==> src/rtl/mux_253_scan_pkg.sv <==
// Shared types and constants for the 74x253 scan sequencer.
package mux_253_scan_pkg;

  localparam int unsigned SEL_W  = 2;
  localparam int unsigned DATA_W = 8;

  typedef enum logic [1:0] {
    ST_IDLE   = 2'd0,
    ST_SETTLE = 2'd1,
    ST_DONE   = 2'd2
  } state_e;

  // Settle counter width; never narrower than one bit.
  function automatic int unsigned cnt_width(input int unsigned settle);
    return (settle < 2) ? 1 : $clog2(settle + 1);
  endfunction

endpackage

==> src/rtl/mux_253_scan_if.sv <==
// Handshake and mux-side signals between the scanner and its neighbours.
interface mux_253_scan_if;
  import mux_253_scan_pkg::*;

  logic              start;
  logic              cont;
  logic [SEL_W-1:0]  sel;
  logic              noe1;
  logic              noe2;
  logic              y1;
  logic              y2;
  logic [DATA_W-1:0] data;
  logic              valid;
  logic              busy;

  modport master (
    input  start, cont, y1, y2,
    output sel, noe1, noe2, data, valid, busy
  );

  modport slave (
    output start, cont, y1, y2,
    input  sel, noe1, noe2, data, valid, busy
  );

endinterface

==> src/rtl/mux_253_scan_timer.sv <==
// Loadable down-counter that stops at zero and flags it.
module mux_253_scan_timer #(
  parameter int unsigned CW = 1
) (
  input  logic          clk,
  input  logic          reset,
  input  logic          load_i,
  input  logic [CW-1:0] load_val_i,
  input  logic          dec_i,
  output logic          zero_c_o
);

  logic [CW-1:0] cnt_q;
  logic [CW-1:0] cnt_d;

  always_comb begin
    cnt_d = cnt_q;
    if (load_i) begin
      cnt_d = load_val_i;
    end else if (dec_i && (cnt_q != '0)) begin
      cnt_d = cnt_q - CW'(1);
    end
  end

  always_ff @(posedge clk) begin
    if (reset) begin
      cnt_q <= '0;
    end else begin
      cnt_q <= cnt_d;
    end
  end

  assign zero_c_o = (cnt_q == '0);

endmodule

==> src/rtl/mux_253_scan.sv <==
// Scan sequencer for a 74x253 dual 4:1 mux: steps sel, samples y1/y2 after
// SETTLE cycles and publishes {i2,i1} as one byte with a valid pulse.
module mux_253_scan
  import mux_253_scan_pkg::*;
#(
  parameter int unsigned SETTLE = 2
) (
  input  logic             clk,
  input  logic             reset,
  mux_253_scan_if.master   bus
);

  localparam int unsigned   CW     = cnt_width(SETTLE);
  localparam logic [CW-1:0] RELOAD = CW'(SETTLE - 1);

  if (SETTLE < 1) begin : g_settle_chk
    $error("mux_253_scan: SETTLE must be at least 1");
  end

  state_e            state_q, state_d;
  logic [SEL_W-1:0]  sel_q, sel_d;
  logic              noe_q, noe_d;
  logic              busy_q, busy_d;
  logic              valid_q, valid_d;
  logic [DATA_W-1:0] data_q, data_d;
  logic [DATA_W-1:0] shadow_q, shadow_d;
  logic              tmr_load;
  logic              tmr_dec;
  logic              tmr_zero;

  mux_253_scan_timer #(.CW(CW)) u_timer (
    .clk        (clk),
    .reset      (reset),
    .load_i     (tmr_load),
    .load_val_i (RELOAD),
    .dec_i      (tmr_dec),
    .zero_c_o   (tmr_zero)
  );

  always_comb begin
    state_d  = state_q;
    sel_d    = sel_q;
    noe_d    = noe_q;
    busy_d   = busy_q;
    valid_d  = 1'b0;
    data_d   = data_q;
    shadow_d = shadow_q;
    tmr_load = 1'b0;
    tmr_dec  = 1'b0;

    unique case (state_q)
      ST_IDLE: begin
        if (bus.start) begin
          state_d  = ST_SETTLE;
          sel_d    = '0;
          noe_d    = 1'b0;
          busy_d   = 1'b1;
          tmr_load = 1'b1;
        end
      end

      ST_SETTLE: begin
        if (tmr_zero) begin
          // Lane k of mux 1 lands in bit k, lane k of mux 2 in bit 4+k.
          shadow_d[{1'b0, sel_q}] = bus.y1;
          shadow_d[{1'b1, sel_q}] = bus.y2;
          if (sel_q != 2'd3) begin
            sel_d    = SEL_W'(sel_q + 2'd1);
            tmr_load = 1'b1;
          end else begin
            state_d = ST_DONE;
            data_d  = shadow_d;
            valid_d = 1'b1;
            busy_d  = 1'b0;
            noe_d   = 1'b1;
            sel_d   = '0;
          end
        end else begin
          tmr_dec = 1'b1;
        end
      end

      ST_DONE: begin
        // The DONE cycle itself keeps the mux released between scans.
        if (bus.cont || bus.start) begin
          state_d  = ST_SETTLE;
          sel_d    = '0;
          noe_d    = 1'b0;
          busy_d   = 1'b1;
          tmr_load = 1'b1;
        end else begin
          state_d = ST_IDLE;
        end
      end

      default: begin
        state_d = ST_IDLE;
        noe_d   = 1'b1;
        busy_d  = 1'b0;
        sel_d   = '0;
      end
    endcase
  end

  always_ff @(posedge clk) begin
    if (reset) begin
      state_q  <= ST_IDLE;
      sel_q    <= '0;
      noe_q    <= 1'b1;
      busy_q   <= 1'b0;
      valid_q  <= 1'b0;
      data_q   <= '0;
      shadow_q <= '0;
    end else begin
      state_q  <= state_d;
      sel_q    <= sel_d;
      noe_q    <= noe_d;
      busy_q   <= busy_d;
      valid_q  <= valid_d;
      data_q   <= data_d;
      shadow_q <= shadow_d;
    end
  end

  assign bus.sel   = sel_q;
  assign bus.noe1  = noe_q;
  assign bus.noe2  = noe_q;
  assign bus.busy  = busy_q;
  assign bus.valid = valid_q;
  assign bus.data  = data_q;

endmodule

==> src/flat_wrapper.sv <==
// flat-port wrapper written by rule: the top's interface ports become plain ports
module mux_253_scan_flat import mux_253_scan_pkg::*;
#(
  parameter int unsigned SETTLE = 2
)
  (clk, reset, bus_start, bus_cont, bus_y1, bus_y2, bus_sel, bus_noe1, bus_noe2, bus_data, bus_valid, bus_busy);
  mux_253_scan_if bus_i ();
  input  logic clk;
  input  logic reset;
  input wire logic [$bits(bus_i.start)-1:0] bus_start;
  input wire logic [$bits(bus_i.cont)-1:0] bus_cont;
  input wire logic [$bits(bus_i.y1)-1:0] bus_y1;
  input wire logic [$bits(bus_i.y2)-1:0] bus_y2;
  output wire logic [$bits(bus_i.sel)-1:0] bus_sel;
  output wire logic [$bits(bus_i.noe1)-1:0] bus_noe1;
  output wire logic [$bits(bus_i.noe2)-1:0] bus_noe2;
  output wire logic [$bits(bus_i.data)-1:0] bus_data;
  output wire logic [$bits(bus_i.valid)-1:0] bus_valid;
  output wire logic [$bits(bus_i.busy)-1:0] bus_busy;
  assign bus_i.start = bus_start;
  assign bus_i.cont = bus_cont;
  assign bus_i.y1 = bus_y1;
  assign bus_i.y2 = bus_y2;
  assign bus_sel = bus_i.sel;
  assign bus_noe1 = bus_i.noe1;
  assign bus_noe2 = bus_i.noe2;
  assign bus_data = bus_i.data;
  assign bus_valid = bus_i.valid;
  assign bus_busy = bus_i.busy;
  mux_253_scan #(.SETTLE(SETTLE)) u_core (.clk(clk), .reset(reset), .bus(bus_i));
endmodule
==> config.mk <==
export PLATFORM = sky130hd
export DESIGN_NAME = mux_253_scan_flat
export DESIGN_NICKNAME = d
export VERILOG_FILES = /design/src/rtl/mux_253_scan_pkg.sv /design/src/rtl/mux_253_scan_if.sv /design/src/rtl/mux_253_scan_timer.sv /design/src/rtl/mux_253_scan.sv /design/src/flat_wrapper.sv
export SDC_FILE = /design/constraint.sdc
export NUM_CORES = 1
export LEC_CHECK = 0
export ABC_AREA = 1
export CAP_MARGIN = 20
export CORE_ASPECT_RATIO = 1.1
export CORE_MARGIN = 8
export CORE_UTILIZATION = 54
export CTS_CLUSTER_DIAMETER = 100
export CTS_CLUSTER_SIZE = 40
export DETAILED_ROUTE_END_ITERATION = 8
export PLACE_DENSITY_LB_ADDON = 0.25
export SYNTH_ARGS = -nofsm -noshare
export SYNTH_HDL_FRONTEND = slang
export SYNTH_HIERARCHICAL = 1
export SYNTH_SLANG_ARGS = --single-unit
==> constraint.sdc <==
create_clock -name clk -period 4.2 [get_ports clk]
set_input_delay 0.42 -clock clk [delete_from_list [all_inputs] [get_ports clk]]
set_output_delay 0.42 -clock clk [all_outputs]
set_load 0.02 [all_outputs]
* Yosys cells after proc, flatten, opt, wreduce, memory -nomap -nowiden
Index checks and enable logic that the tools add are counted.
** Word-level totals
- Word-level logic and storage cells :: 76
- Bits in registers :: 25
- Output and inout port bits :: 14
** Operators by class
- Equal/unequal tests :: 7
- Add/subtract/negate cells :: 2
- Reductions and logical operators :: 15
- Magnitude comparators :: 4
- Multiplexer cells :: 36
- Bitwise gates (word level) :: 3
** Operators by type and width (count)
- 2-to-1 mux 1 bit :: 20
- bitwise mux 8 bit :: 2
- 2-to-1 mux 2 bit :: 7
- case mux 2 bit (3 select lines) :: 2
- case mux 1 bit (3 select lines) :: 3
- AND reduction 3 bit :: 3
- != test 2 bit (second input constant) :: 3
- demux 1 bit (select 2 bit) :: 2
- logical NOT 2 bit :: 2
- < comparator 2 x 4 -> 1 bit (second input constant) :: 1
- < comparator 3 x 4 -> 1 bit (second input constant) :: 1
- != test 2 x 1 -> 1 bit (second input constant) :: 2
- AND reduction 4 bit :: 1
- nonzero test 2 bit :: 2
- >= comparator 3 x 1 -> 1 bit (second input constant) :: 1
- logical AND 1 bit :: 3
- NOT 1 bit :: 3
- OR reduction 3 bit :: 1
- adder 2 x 1 -> 2 bit (second input constant) :: 1
- equality test 2 x 1 -> 1 bit (second input constant) :: 1
- equality test 2 bit (second input constant) :: 1
- >= comparator 2 x 1 -> 1 bit (second input constant) :: 1
- AND reduction 2 bit :: 1
- OR reduction 2 bit :: 1
- other kinds (2) :: 2

* Longest topological paths before layout
- Depth in word-level cells :: 6
- Depth in mapped cells :: 11

* By module
The synthesis kept the hierarchy.
** Modules (own cells, without submodules)
- mux_253_scan :: instances 1, area each 960.9 um2, cells each 130, seq. area each 420.4 um2
- mux_253_scan_timer :: instances 1, area each 140.1 um2, cells each 25, seq. area each 40.0 um2

* Worst setup path before layout
No wires, ideal clock.
- Kind :: register to register
- Start point :: reg u_core.u_timer.cnt_q[0]
- End point :: reg u_core.u_timer.cnt_q[1]
- Setup time :: 0.112 ns
- Setup slack :: 2.585 ns
- Cell stages (with the launch flop) :: 11
- Buffers on the path :: 1
- Arrival :: 1.503 ns
- Cell sequence :: dfxtp_1 > inv_1 > ha_1 > nand2_4 > buf_2 > o21ai_0 > inv_2 > nand2_1 > inv_1 > nor2_1 > nor2_1
** On the way
- Longest elaborated chain between the ends :: 4
** Ends and longest elaborated chain
- start: declaration :: line mux_253_scan_timer.sv:13 : logic [CW-1:0] cnt_q;
- start signal: assignment :: line mux_253_scan_timer.sv:29 : cnt_q <= cnt_d;
- logical NOT 2 bit :: line mux_253_scan_timer.sv:33 : assign zero_c_o = (cnt_q == '0);
- net u_core.tmr_zero :: line mux_253_scan.sv:29 : logic tmr_zero;
- 2-to-1 mux 1 bit :: line mux_253_scan.sv:63 : if (tmr_zero) begin
- case mux 1 bit (3 select lines) :: line mux_253_scan.sv:51 : unique case (state_q)
- net u_core.tmr_load :: line mux_253_scan.sv:27 : logic tmr_load;
- OR reduction 2 bit (no source line)
The timed path passes the listed nets, and every way through them passes these cells.
A chain may end at the register's enable or synchronous reset.

* Worst setup path in the final report
- Start point :: reg u_core.sel_q[0] (netlist: u_core/bus.sel[0])
- End point :: out bus_sel[0]
** RTL lines
- start: declaration :: line mux_253_scan.sv:21 : logic [SEL_W-1:0] sel_q, sel_d;
- start signal: assignment :: line mux_253_scan.sv:116 : sel_q <= sel_d;
- end: declaration :: line flat_wrapper.sv:14 : output wire logic [$bits(bus_i.sel)-1:0] bus_sel;
No word-level cell between the ends.

==> flow_summary.ini <==
[floorplan]
io_pins = 20
die_height_um = 63.4
row_count = 17
core_area_um2 = 1960
fp.dieW_um = 59.1
initial_utilization = 0.563
die_area_um2 = 3740

[global_route]
first_global_vias = 980
grt_max_degree = 16
gr-total-overflow = 0
grt_util_all_layers = 0.130
grt_pass1_wl_mm = 4.00
antenna_found_initial = 0

[worst_setup_path]
critical_path.top_delay_family = buffers and inverters
crit_slowest_cell = clkdlybuf4s50_1
critical_path_required_ns = 3.78
worstSetupPathType = flip-flop to output port
critical_path.cell_chain = clkdlybuf4s50_1
worst_r2r_startpoint = u_core/u_timer/cnt_q[0]
cpPeakStageDelay_ns = 0.65
worstPathBufferInverterCount = 1
end_kind = output port
worst-path-max-fanout = 6
timing.critical_path.arrival_ns = 1.41
worst_setup_path_start_kind = flip-flop
worst_setup_path_startpoint = u_core/bus.sel[0]

[clocking]
cts_max_path_buffers = 2
tritoncts_clock_tree = done
cts_hold_buffers = 0
cts-resized-gates = 0
insertion_delay_ns = 0.31
cts.clk_slew.worst_paths_ns = 0.12
cts_setup_buffers = 0
cts-buffers-inserted = 3
clock-sinks = 23
clock_tree.root_cell = clkbuf_4
h-tree-depth = 1

[pwr]
powerDensity_nw_per_um2 = 340
vdd_drop_max_mv = 0.254
clk_pwr_share = 0.222
power.sequential.fraction = 0.531
internal_power_mw = 0.310
p_sw_frac = 0.318
reported_net_switching_power_mw = 0.145
relative_contribution_of_combinational_cells_to_total_power = 0.247
total_power_mw = 0.455
p_leak_nw = 0.648

[timing]
tightest_slew_ns = 0.497
fin_ws_ns = 2.37
setup_tns_ns = 0
period_minus_slack_ns = 1.83
period_share = 0.435
clock_skew_ns = 0.00123
worst_max_slew_margin_expressed_relative_to_the_limit = 0.665
hold_violation_count_in_the_final_report = 0
final_setup_violation_count = 0
grt_setup_unrepaired = false
maxSlewViolCount = 0
fmaxAchievable_mhz = 548

[layout]
antenna_cells_inserted = 0
multi_input_area_um2 = 531
seqCellArea_um2 = 460
nets = 187
post_route_cells_drive_above_1_share = 0.0800
area_delta_synth_final_pct = 21.5
fillCellCount = 199
layout.core_utilization = 0.684

[route]
firstDrtPassIters = 4
drtAntennaViolNets = 0
drt_iter0_markers = 21
via_cell_ratio = 4.93
detail_route.drc_violations = 0
drt-wirelength-per-cell_um = 11.1
vias = 1000
finalWirelength_mm = 2.26

[outcome]
outcome = completed

[synthesis]
synth_cell_types = 21
ffs_latches_synth = 23
synth_warnings = 6
synthesis.area_per_instance_um2 = 7.10
synth_adder_area_share = 0.0568
netlist_instances = 155
syn_nets = 166
synthesis.area_um2 = 1100
synth_xor_area_frac = 0
synth-compound-area-share = 0.144
multiplexer_share_of_the_synthesized_area = 0
synth_top_family_by_area = simple AND/OR/NAND/NOR gates
synth-simple-area-share = 0.274
synth-seq-area-share = 0.418

[hold_path]
hp-class = flip-flop to flip-flop
hold_path.startpoint = u_core/shadow_q[5]

[placed_design]
detailed_place_hpwl_mm = 1.79
place.port_buffers = 19
finalWeightedCongestion = 0.789
dpl_worst_slack_ns = 2.20

[run]
cap_viol_max_count = 0
[synth_stat cells]
cell,n,share of area
nand2_1,27,0.092
dfxtp_1,23,0.42
nor2_1,22,0.075
inv_1,21,0.072
o21ai_0,18,0.082
a21oi_1,12,0.055
nand3_1,10,0.045
ha_1,5,0.057
inv_2,4,0.014
conb_1,2,0.0068
buf_2,1,0.0045
buf_4,1,0.0068
clkbuf_1,1,0.0034
nand2_2,1,0.0057
nand2_4,1,0.010
nor2_2,1,0.0057
nor2_4,1,0.010
nor2_8,1,0.018
nor3_1,1,0.0045
nor3b_1,1,0.0068
o21ai_2,1,0.0080
[stage by stage]
| step | area (µm²) | cells | hold WS, ns |
|---|---|---|---|
| after global routing | 1340 | 203 | 0.477 |
| after global placement | 1310 | 199 | 0.435 |
| final | 1340 | 203 | 0.460 |
| after detailed placement | 1310 | 199 | 0.443 |
| after floorplan | 1100 | 155 | 0.424 |
| after CTS | 1340 | 203 | 0.462 |
[state kept, by name (all words and copies together) (netlist names)]
signal	count
u_core/bus.data	8
u_core/u_timer/cnt_q	2
u_core/shadow_q	6
u_core/bus.sel	2
u_core/bus.busy	1
u_core/bus.valid	1
u_core/bus.noe1	1
u_core/state_q	2
[worst paths after layout]
path / endpoint / slack (ns) / cells past startpoint
worst max-delay path: bus_sel[0] / 2.37 / 1
worst min-delay path: u_core/shadow_q[5] / 0.46 / 2
worst max register to register: u_core/u_timer/cnt_q[1] / 2.40 / 9
worst min register to register: u_core/shadow_q[5] / 0.46 / 2
[cells in the final DEF, fill, tap and decap left out, drive strengths merged]
cell           count
a21oi             12
clkbuf             3
clkdlybuf4s50     19
clkinv             1
conb               2
dfxtp             23
ha                 5
inv               25
nand2             29
nand3             10
nor2              25
nor3               1
nor3b              1
o21ai             19
[layout make-up]
cell class	count	share of cell area
multi-input cells	104	0.397
flip-flops and latches	23	0.344
repair buffers	19	0.142
inverters	25	0.0702
well taps	28	0.0262
clock buffers	3	0.0168
clock inverters	1	0.00374
[layer usage]
layer,vias up,wire length (µm),track usage
met5,-,0,0
met2,18,1160,0.238
li1,523,-,-
met3,2,94,0.0406
met1,457,994,0.133
met4,0,14,0.0419
[power by group through the flow]
stage,Sequential (mW),Combinational (mW),Clock [mW]
floorplan,0.250,0.0753,0
global placement,0.245,0.108,0
detailed placement,0.246,0.112,0
CTS,0.242,0.112,0.103
global route,0.243,0.125,0.113
finish,0.241,0.112,0.101
[logic make-up (layout without fill, tap and decap cells)]
logic type	after synthesis	after routing
other	2	2
AND/OR/NAND/NOR	66	66
flip-flops	23	23
adder cells (fa/ha/maj)	5	5
AO/OA/AOI/OAI	31	31
buffers and inverters	28	48
(Power assumes the default switching activity.)
